[src/rtl/synth_pkg.sv]
// Shared constants and FSM encoding for the SPI command receiver and dds.
package synth_pkg;

  localparam int unsigned NUM_VOICES = 8;
  localparam int unsigned FRAME_BITS = 48;
  localparam logic [7:0]  OPC_SET_TW = 8'h01;

  typedef enum logic [1:0] {
    IDLE,
    SHIFT,
    CHECK
  } spi_state_e;

endpackage

[src/rtl/spi_sync_edge.sv]
// N-stage synchronizer for one asynchronous input, with rise/fall pulses taken from the
// synchronized level.
module spi_sync_edge #(
  parameter int unsigned STAGES  = 2,
  parameter logic        RST_VAL = 1'b0
) (
  input  logic i_clk,
  input  logic i_reset_n,
  input  logic i_async,
  output logic o_sync,
  output logic o_rise,
  output logic o_fall
);

  logic [STAGES-1:0] r_sync;
  logic              r_prev;

  always_ff @(posedge i_clk or negedge i_reset_n) begin
    if (!i_reset_n) begin
      r_sync <= {STAGES{RST_VAL}};
      r_prev <= RST_VAL;
    end else begin
      r_sync <= {r_sync[STAGES-2:0], i_async};
      r_prev <= r_sync[STAGES-1];
    end
  end

  assign o_sync = r_sync[STAGES-1];
  assign o_rise = o_sync & ~r_prev;
  assign o_fall = ~o_sync & r_prev;

endmodule

[src/rtl/spi_cmd_rx.sv]
// SPI mode-0 slave that receives per-voice tuning commands, validates each frame and hands
// it to dds as a one-cycle strobe; a status byte is returned on MISO at the start of a frame.
module spi_cmd_rx
  import synth_pkg::*;
#(
  parameter int unsigned NUM_VOICES  = synth_pkg::NUM_VOICES,
  parameter int unsigned VI_WIDTH    = 8,
  parameter int unsigned TW_WIDTH    = 32,
  parameter logic [7:0]  OPC_SET_TW  = synth_pkg::OPC_SET_TW,
  parameter int unsigned SYNC_STAGES = 2
) (
  input  logic                i_clk,
  input  logic                i_reset_n,
  input  logic                i_sclk,
  input  logic                i_cs_n,
  input  logic                i_mosi,
  output logic                o_miso,
  output logic                o_SPI_flag,
  output logic [VI_WIDTH-1:0] o_SPI_voice_index,
  output logic [TW_WIDTH-1:0] o_SPI_tuning_code,
  output logic                o_frame_err
);

  localparam int unsigned FrameBits = 8 + VI_WIDTH + TW_WIDTH;

  logic w_sclk_sync, w_sclk_rise, w_sclk_fall;
  logic w_cs_n_sync, w_cs_rise, w_cs_fall;
  logic w_mosi_sync, w_mosi_rise, w_mosi_fall;
  logic w_unused;

  spi_sync_edge #(.STAGES(SYNC_STAGES), .RST_VAL(1'b0)) u_sync_sclk (
    .i_clk     (i_clk),
    .i_reset_n (i_reset_n),
    .i_async   (i_sclk),
    .o_sync    (w_sclk_sync),
    .o_rise    (w_sclk_rise),
    .o_fall    (w_sclk_fall)
  );

  // CS idles high, so its synchronizer resets high to avoid a false edge out of reset.
  spi_sync_edge #(.STAGES(SYNC_STAGES), .RST_VAL(1'b1)) u_sync_cs (
    .i_clk     (i_clk),
    .i_reset_n (i_reset_n),
    .i_async   (i_cs_n),
    .o_sync    (w_cs_n_sync),
    .o_rise    (w_cs_rise),
    .o_fall    (w_cs_fall)
  );

  spi_sync_edge #(.STAGES(SYNC_STAGES), .RST_VAL(1'b0)) u_sync_mosi (
    .i_clk     (i_clk),
    .i_reset_n (i_reset_n),
    .i_async   (i_mosi),
    .o_sync    (w_mosi_sync),
    .o_rise    (w_mosi_rise),
    .o_fall    (w_mosi_fall)
  );

  assign w_unused = ^{w_sclk_sync, w_mosi_rise, w_mosi_fall};

  spi_state_e             r_state;
  logic [FrameBits-1:0]   r_shift;
  logic [5:0]             r_bit_cnt;
  logic [7:0]             r_miso_sr;
  logic                   r_pending;
  logic [5:0]             r_good_cnt;
  logic                   r_overrun;
  logic                   r_frame_err;
  logic                   r_commit;
  logic                   r_flag;
  logic [VI_WIDTH-1:0]    r_voice;
  logic [TW_WIDTH-1:0]    r_tw;

  logic [7:0]             w_opcode;
  logic [VI_WIDTH-1:0]    w_voice;
  logic [TW_WIDTH-1:0]    w_tw;
  logic                   w_frame_ok;
  logic [7:0]             w_status;

  assign w_opcode   = r_shift[TW_WIDTH+VI_WIDTH +: 8];
  assign w_voice    = r_shift[TW_WIDTH +: VI_WIDTH];
  assign w_tw       = r_shift[TW_WIDTH-1:0];
  assign w_frame_ok = (r_bit_cnt == 6'(FrameBits)) && (w_opcode == OPC_SET_TW)
                      && (32'(w_voice) < NUM_VOICES);
  assign w_status   = {r_frame_err, r_overrun, r_good_cnt};

  // Status counters update in CHECK so a frame starting right after sees fresh values;
  // the data outputs follow one cycle later.
  always_ff @(posedge i_clk or negedge i_reset_n) begin
    if (!i_reset_n) begin
      r_state     <= IDLE;
      r_shift     <= '0;
      r_bit_cnt   <= '0;
      r_miso_sr   <= '0;
      r_pending   <= 1'b0;
      r_good_cnt  <= '0;
      r_overrun   <= 1'b0;
      r_frame_err <= 1'b0;
      r_commit    <= 1'b0;
      r_flag      <= 1'b0;
      r_voice     <= '0;
      r_tw        <= '0;
    end else begin
      r_commit <= 1'b0;
      r_flag   <= 1'b0;
      if (r_commit) begin
        r_flag  <= 1'b1;
        r_voice <= w_voice;
        r_tw    <= w_tw;
      end
      case (r_state)
        IDLE: begin
          if (w_cs_fall || r_pending) begin
            r_state   <= SHIFT;
            r_bit_cnt <= '0;
            r_miso_sr <= w_status;
            r_pending <= 1'b0;
          end
        end
        SHIFT: begin
          if (w_cs_rise) begin
            r_state <= CHECK;
          end else begin
            if (w_sclk_rise) begin
              r_shift <= {r_shift[FrameBits-2:0], w_mosi_sync};
              if (r_bit_cnt != 6'd63) r_bit_cnt <= r_bit_cnt + 6'd1;
            end
            if (w_sclk_fall) r_miso_sr <= {r_miso_sr[6:0], 1'b0};
          end
        end
        CHECK: begin
          r_state   <= IDLE;
          r_miso_sr <= '0;
          if (w_cs_fall) r_pending <= 1'b1;
          if (r_bit_cnt != 6'd0) begin
            if (w_frame_ok) begin
              r_commit   <= 1'b1;
              r_good_cnt <= r_good_cnt + 6'd1;
            end else begin
              r_frame_err <= 1'b1;
              if (r_bit_cnt > 6'(FrameBits)) r_overrun <= 1'b1;
            end
          end
        end
        default: r_state <= IDLE;
      endcase
    end
  end

  assign o_miso            = r_miso_sr[7] & ~w_cs_n_sync;
  assign o_SPI_flag        = r_flag;
  assign o_SPI_voice_index = r_voice;
  assign o_SPI_tuning_code = r_tw;
  assign o_frame_err       = r_frame_err;

endmodule

[config.mk]
export PLATFORM = sky130hd
export DESIGN_NAME = spi_cmd_rx
export DESIGN_NICKNAME = d
export VERILOG_FILES = /design/src/rtl/synth_pkg.sv /design/src/rtl/spi_sync_edge.sv /design/src/rtl/spi_cmd_rx.sv
export SDC_FILE = /design/constraint.sdc
export NUM_CORES = 1
export LEC_CHECK = 0
export BUFFER_PORTS_ARGS = -buffer_cell sky130_fd_sc_hd__buf_2
export CAP_MARGIN = 10
export CORE_MARGIN = 3
export CORE_UTILIZATION = 61
export CTS_BUF_LIST = sky130_fd_sc_hd__clkbuf_8
export DETAILED_ROUTE_END_ITERATION = 7
export PLACE_DENSITY = 0.82
export SKIP_LAST_GASP = 1
export SYNTH_ARGS = -nofsm -noshare
export SYNTH_HDL_FRONTEND = slang
export SYNTH_SLANG_ARGS = --single-unit
[constraint.sdc]
create_clock -name i_clk -period 2.4 [get_ports i_clk]
set_input_delay 0 -clock i_clk [delete_from_list [all_inputs] [get_ports i_clk]]
set_output_delay 0 -clock i_clk [all_outputs]
set_load 0.05 [all_outputs]
# Word level (Yosys, flattened, before mapping)
# Cells that the tools add are included.
[word_totals]
regBits = 123
elab_cells = 79
out_inout_bits = 43
inputBits = 5
[op_classes]
addsub = 2
eq_ne = 12
order_cmp = 2
reduce_logical = 16
muxes = 19
n_bitwise = 11
[ops]
columns = ["op", "n"]
rows = [
  ["6-bit two-way mux", 4],
  ["8-bit two-way mux", 3],
  ["8-bit one-hot mux with 3 select lines", 1],
  ["6-bit by 1-bit adder with 6-bit output, second input constant", 2],
  ["6-bit one-hot mux with 2 select lines", 1],
  ["3-bit AND reduction", 4],
  ["8-bit by 1-bit == test with 1-bit output, second input constant", 1],
  ["8-bit by 4-bit less-than comparator with 1-bit output, second input constant", 1],
  ["2-bit inequality test, second input constant", 4],
  ["4-bit AND reduction", 2],
  ["6-bit == test, second input constant", 1],
  ["6-bit greater-than comparator, second input constant", 1],
  ["1-bit two-way mux", 6],
  ["2-bit by 1-bit inequality test with 1-bit output, second input constant", 3],
  ["6-bit inequality test, second input constant", 1],
  ["1-bit inverter", 6],
  ["6-bit nonzero test", 1],
  ["1-bit AND", 5],
  ["5-bit AND reduction", 1],
  ["2-bit two-way mux", 2],
  ["2-bit one-hot mux with 2 select lines", 1],
  ["2-bit nonzero test", 2],
  ["3-bit nonzero test", 1],
  ["2-bit by 1-bit == test with 1-bit output, second input constant", 1],
  ["6 further kinds", 7],
]

# Logic depth before layout (Yosys ltp)
[logic_depth]
word_depth = 6
mapped_depth = 8
depth_no_buf = 6

# Cells and area by module
# From an unflattened synthesis, not the netlist that was laid out.
[hier_totals]
hier_cells = 346
area_unflattened_um2 = 5048.6
[modules_own_cells]
columns = ["mod", "area_each_um2", "instances", "cells_each", "seq_area_each_um2"]
rows = [
  ["spi_cmd_rx", 4774.6, 1, 331, 2877.8],
  ["spi_sync_edge (u_sync_mosi ...)", 90.1, 2, 5, 75.1],
  ["spi_sync_edge (u_sync_cs)", 93.8, 1, 5, 78.8],
]

# Least setup slack after synthesis
# OpenSTA, ideal clock, no wires.
[synth_timing]
path_kind = "register to register"
start = "reg r_bit_cnt[0]"
end = "reg r_good_cnt[1]"
period_less_slack_ns = 1.936
stages_incl_launch_ff = 7
setup_time_ns = 0.128
setup_slack_ns = 0.464
path_buffers = 0
required_time_ns = 2.272
arrival_time_ns = 1.809
path_cell_list = "dfrtp_1 > inv_1 > ha_1 > or3b_1 > or3_4 > nor2_2 > mux2_1"
[synth_between]
elab_chain_cells = 4
elab_cells_between_ends = 5
classes_between = "1 x eq/ne; 4 x reduce/logical"
[synth_lines]
columns = ["item", "line", "rtl"]
rows = [
  ["from (decl)", "spi_cmd_rx.sv:63", "logic [5:0] r_bit_cnt;"],
  ["from (signal assigned)", "spi_cmd_rx.sv:126", "if (r_bit_cnt != 6'd63) r_bit_cnt <= r_bit_cnt + 6'd1;"],
  ["6-bit == test", "spi_cmd_rx.sv:83", "assign w_frame_ok = (r_bit_cnt == 6'(FrameBits)) && (w_opcode == OPC_SET_TW)"],
  ["1-bit logical AND", "spi_cmd_rx.sv:83", ""],
  ["1-bit logical AND", "spi_cmd_rx.sv:84", "&& (32'(w_voice) < NUM_VOICES);"],
  ["3-bit AND reduction (no source line) *", "--", ""],
  ["to (signal assigned)", "spi_cmd_rx.sv:138", "r_good_cnt <= r_good_cnt + 6'd1;"],
  ["to (decl)", "spi_cmd_rx.sv:66", "logic [5:0] r_good_cnt;"],
]
# Mark *: on every way between the ends. The rest lies on a longest branch, timed or not.
# A chain may end at the register's enable or synchronous reset.

# Final worst setup path
[layout_timing]
start = "reg r_state[1]"
end = "reg r_bit_cnt[5]"
[layout_between]
elab_chain_cells = 3
elab_cells_between_ends = 9
classes_between = "5 x eq/ne; 1 x mux; 3 x reduce/logical"
[layout_lines]
columns = ["item", "line", "rtl"]
rows = [
  ["from (decl)", "spi_cmd_rx.sv:61", "spi_state_e r_state;"],
  ["from (signal assigned)", "spi_cmd_rx.sv:91", "r_state <= IDLE;"],
  ["from (signal assigned)", "spi_cmd_rx.sv:114", "r_state <= SHIFT;"],
  ["from (signal assigned)", "spi_cmd_rx.sv:122", "r_state <= CHECK;"],
  ["2-bit by 1-bit == test with 1-bit output or 2-bit logical NOT (tied branches)", "spi_cmd_rx.sv:111", "case (r_state)"],
  ["2-bit inequality test (no source line), or another cell as far along", "--", ""],
  ["5-bit AND reduction (no source line)", "--", ""],
]
# Parallel ways exist; a longest one is shown, timed or not.

==> metrics.txt <==
Setup crit start kind flop; Req. time, crit path 2.75 ns; Flop pwr share 49.0%; PortBufs 47; r2r startpoint r_state[1]; syn nets 357; core area 7810 µm²; total CTS buffers 17; die height 96.1 µm; status finished clean; Critical Path AT 2.60 ns; Initial DRC Count 158; area occupied by multi-input gates 1760 µm²; clk_lat worst skew 0.41 ns; Clk pwr share 33.1%; pwr dens 818 nW/µm²; number of gates resized after CTS 0; DR WL met2 4.03 mm; die area 9240 µm²; Die X 96.1 µm; vias in the first global route 2971; I/O pins 48; Post-CTS Setup Repair Bufs 0; initial antenna violation count 0; Place WS 0.222 ns; number of buffer and inverter stages on the critical path 1; CP peak stage delay 0.59 ns; GRT overflow 0; Slew Limit Headroom 59.6%; largest net degree at the start of global routing 53; Net Sw Frac 29.9%; Hold Fails Final Rpt 0; Inserted Diodes 0; Crit. End Element flop; CTS root buf clkbuf_8; mean post-synth cell area 14.4 µm²; Reg area 3080 µm²; share of cells above drive strength 1 45.7%; met3 WL post-DR 303 µm; highest routed layer met4; gr usage total 19.3%; Row Count 32; max_cap viols 0; first-pass GRT wire length 13.6 mm; count of pins over their slew limit 0; Worst Skew 0.00769 ns; commonest non-fill, non-tap cell in the layout dfrtp_1; delay-heaviest family, CP simple AND/OR/NAND/NOR gates; cts hold-fix bufs 4; EDFF count, synth 0; cell-internal power 3270 µW; final setup fails 0; Sw Pwr 1390 µW; Synth Register Bits 123; Logic pwr share 17.9%; crit-path max FO 17; # clock sinks 123; Slew @ Worst Pin 0.605 ns; Critical Path Source r_state[1]; DR pass1 iterations 6; Initial Utilization 63.5%; Hold WC Path Type input pin to async pin; RSZ-0062 raised after global routing no; Critical-path top delay cell or4_1; via count 2829; Via-to-Cell Ratio 5.48; fin crit period 2.25 ns; met1 WL 3.57 mm; CTS tree done; final core occ 73.1%; Routed Antenna Nets 0; htree depth 4; WL final 7.97 mm; drc violations 0; nets 415; DP HPWL 5.20 mm; Max VDD drop 0.000548 V; Setup TNS Final 0 ns; clk slew on worst S/H paths 0.07 ns; FFs w/ async S/R, synth 100%; Avg WL per Cell 15.5 µm; routability cong. 0.804; post-synth cell types 44; Leak 0.00294 µW; Most used DFF post-synth dfrtp_1; Syn Inst Count 344; CTS Buffer Depth 2; critical path type flop to flop; Synth Warn # 0; FMAX 0.444 GHz; sequential area share after synthesis 62.2%; P&R area growth vs syn 15.1%; Tcrit/Tclk final 93.9%; WHS 0.145 ns; fillcell total 506; smallest setup slack after layout 0.145 ns; CP cell instances inv_1, ha_1, o2111ai_1, or4_1, nand3_1; most frequent cells in the layout dfrtp_1, mux2_2, buf_2; Post-Syn Area 4960 µm²
## stage by stage
stage                     cells  instance area [µm²]  total power, µW
final                       516                 5710             4670
after global routing        516                 5710             4900
after CTS                   516                 5710             4720
after detailed placement    481                 5320             3150
after global placement      481                 5320             3110
after floorplan             344                 4960             2930
## flip-flops by register name (all words and copies together), names as in the netlist, 2 cells and up
name and count:
r_good_cnt 6, r_bit_cnt 6, r_shift 48, r_miso_sr 8
o_SPI_voice_index 8, r_state 2, u_sync_cs.r_sync 2, o_SPI_tuning_code 32
u_sync_sclk.r_sync 2, u_sync_mosi.r_sync 2
## cells by family after synthesis
group / share of synthesized area (%)
DFF: 62.2
AOI/OAI and AO/OA: 3.48
xor gates and xnor gates: 0.883
and+or+nand+nor: 6.36
muxes: 22.7
adders and majority gates: 2.02
buffers and inverters: 2.42
## power by group through the flow
stage               clock (µW)  sequential (µW)  combinational (µW)
floorplan                    0             2320                 610
global placement             0             2310                 797
detailed placement           0             2330                 826
CTS                       1590             2290                 839
global route              1680             2300                 912
finish                    1550             2290                 833
## metal layers
layer  GRT usage [%]  vias up
met1            24.8     1440
met5               0        -
li1                -     1335
met2            30.9       48
met4            7.35        0
met3            5.71        6
## synth_stat cells (4+ instances only)
cell | number | share of area, %
a21oi_1 | 4 | 0.40
buf_1 | 8 | 0.61
clkbuf_1 | 8 | 0.61
dfrtp_1 | 120 | 61
ha_1 | 8 | 2.0
inv_1 | 13 | 0.98
mux2_2 | 97 | 22
nand2_1 | 11 | 0.83
nand2b_1 | 4 | 0.50
nand3_1 | 10 | 1.0
nor2b_1 | 5 | 0.63
o21ai_0 | 8 | 0.81
xnor2_1 | 4 | 0.71
## path summary, 6_finish.rpt
kind / to / slack, ns / depth (start not counted)
max in group asynchronous: r_shift[39] / 1.49 / 3
min in group i_clk: u_sync_mosi.r_sync[0] / 0.23 / 2
max reg2reg: r_bit_cnt[5] / 0.15 / 5
min: r_state[1] / 0.15 / 2
min reg2reg: u_sync_sclk.r_sync[1] / 0.34 / 0
max: r_bit_cnt[5] / 0.15 / 5
## layout make-up
class                      count  share of cell area (%)
clock buffer                  18                    4.34
clock inverter                13                    1.71
inverter                      13                   0.855
multi-input combinational    191                    30.9
sequential                   123                    54.0
tap                          102                    2.24
timing repair buffer          56                    5.96
(Power assumes the default switching activity.)
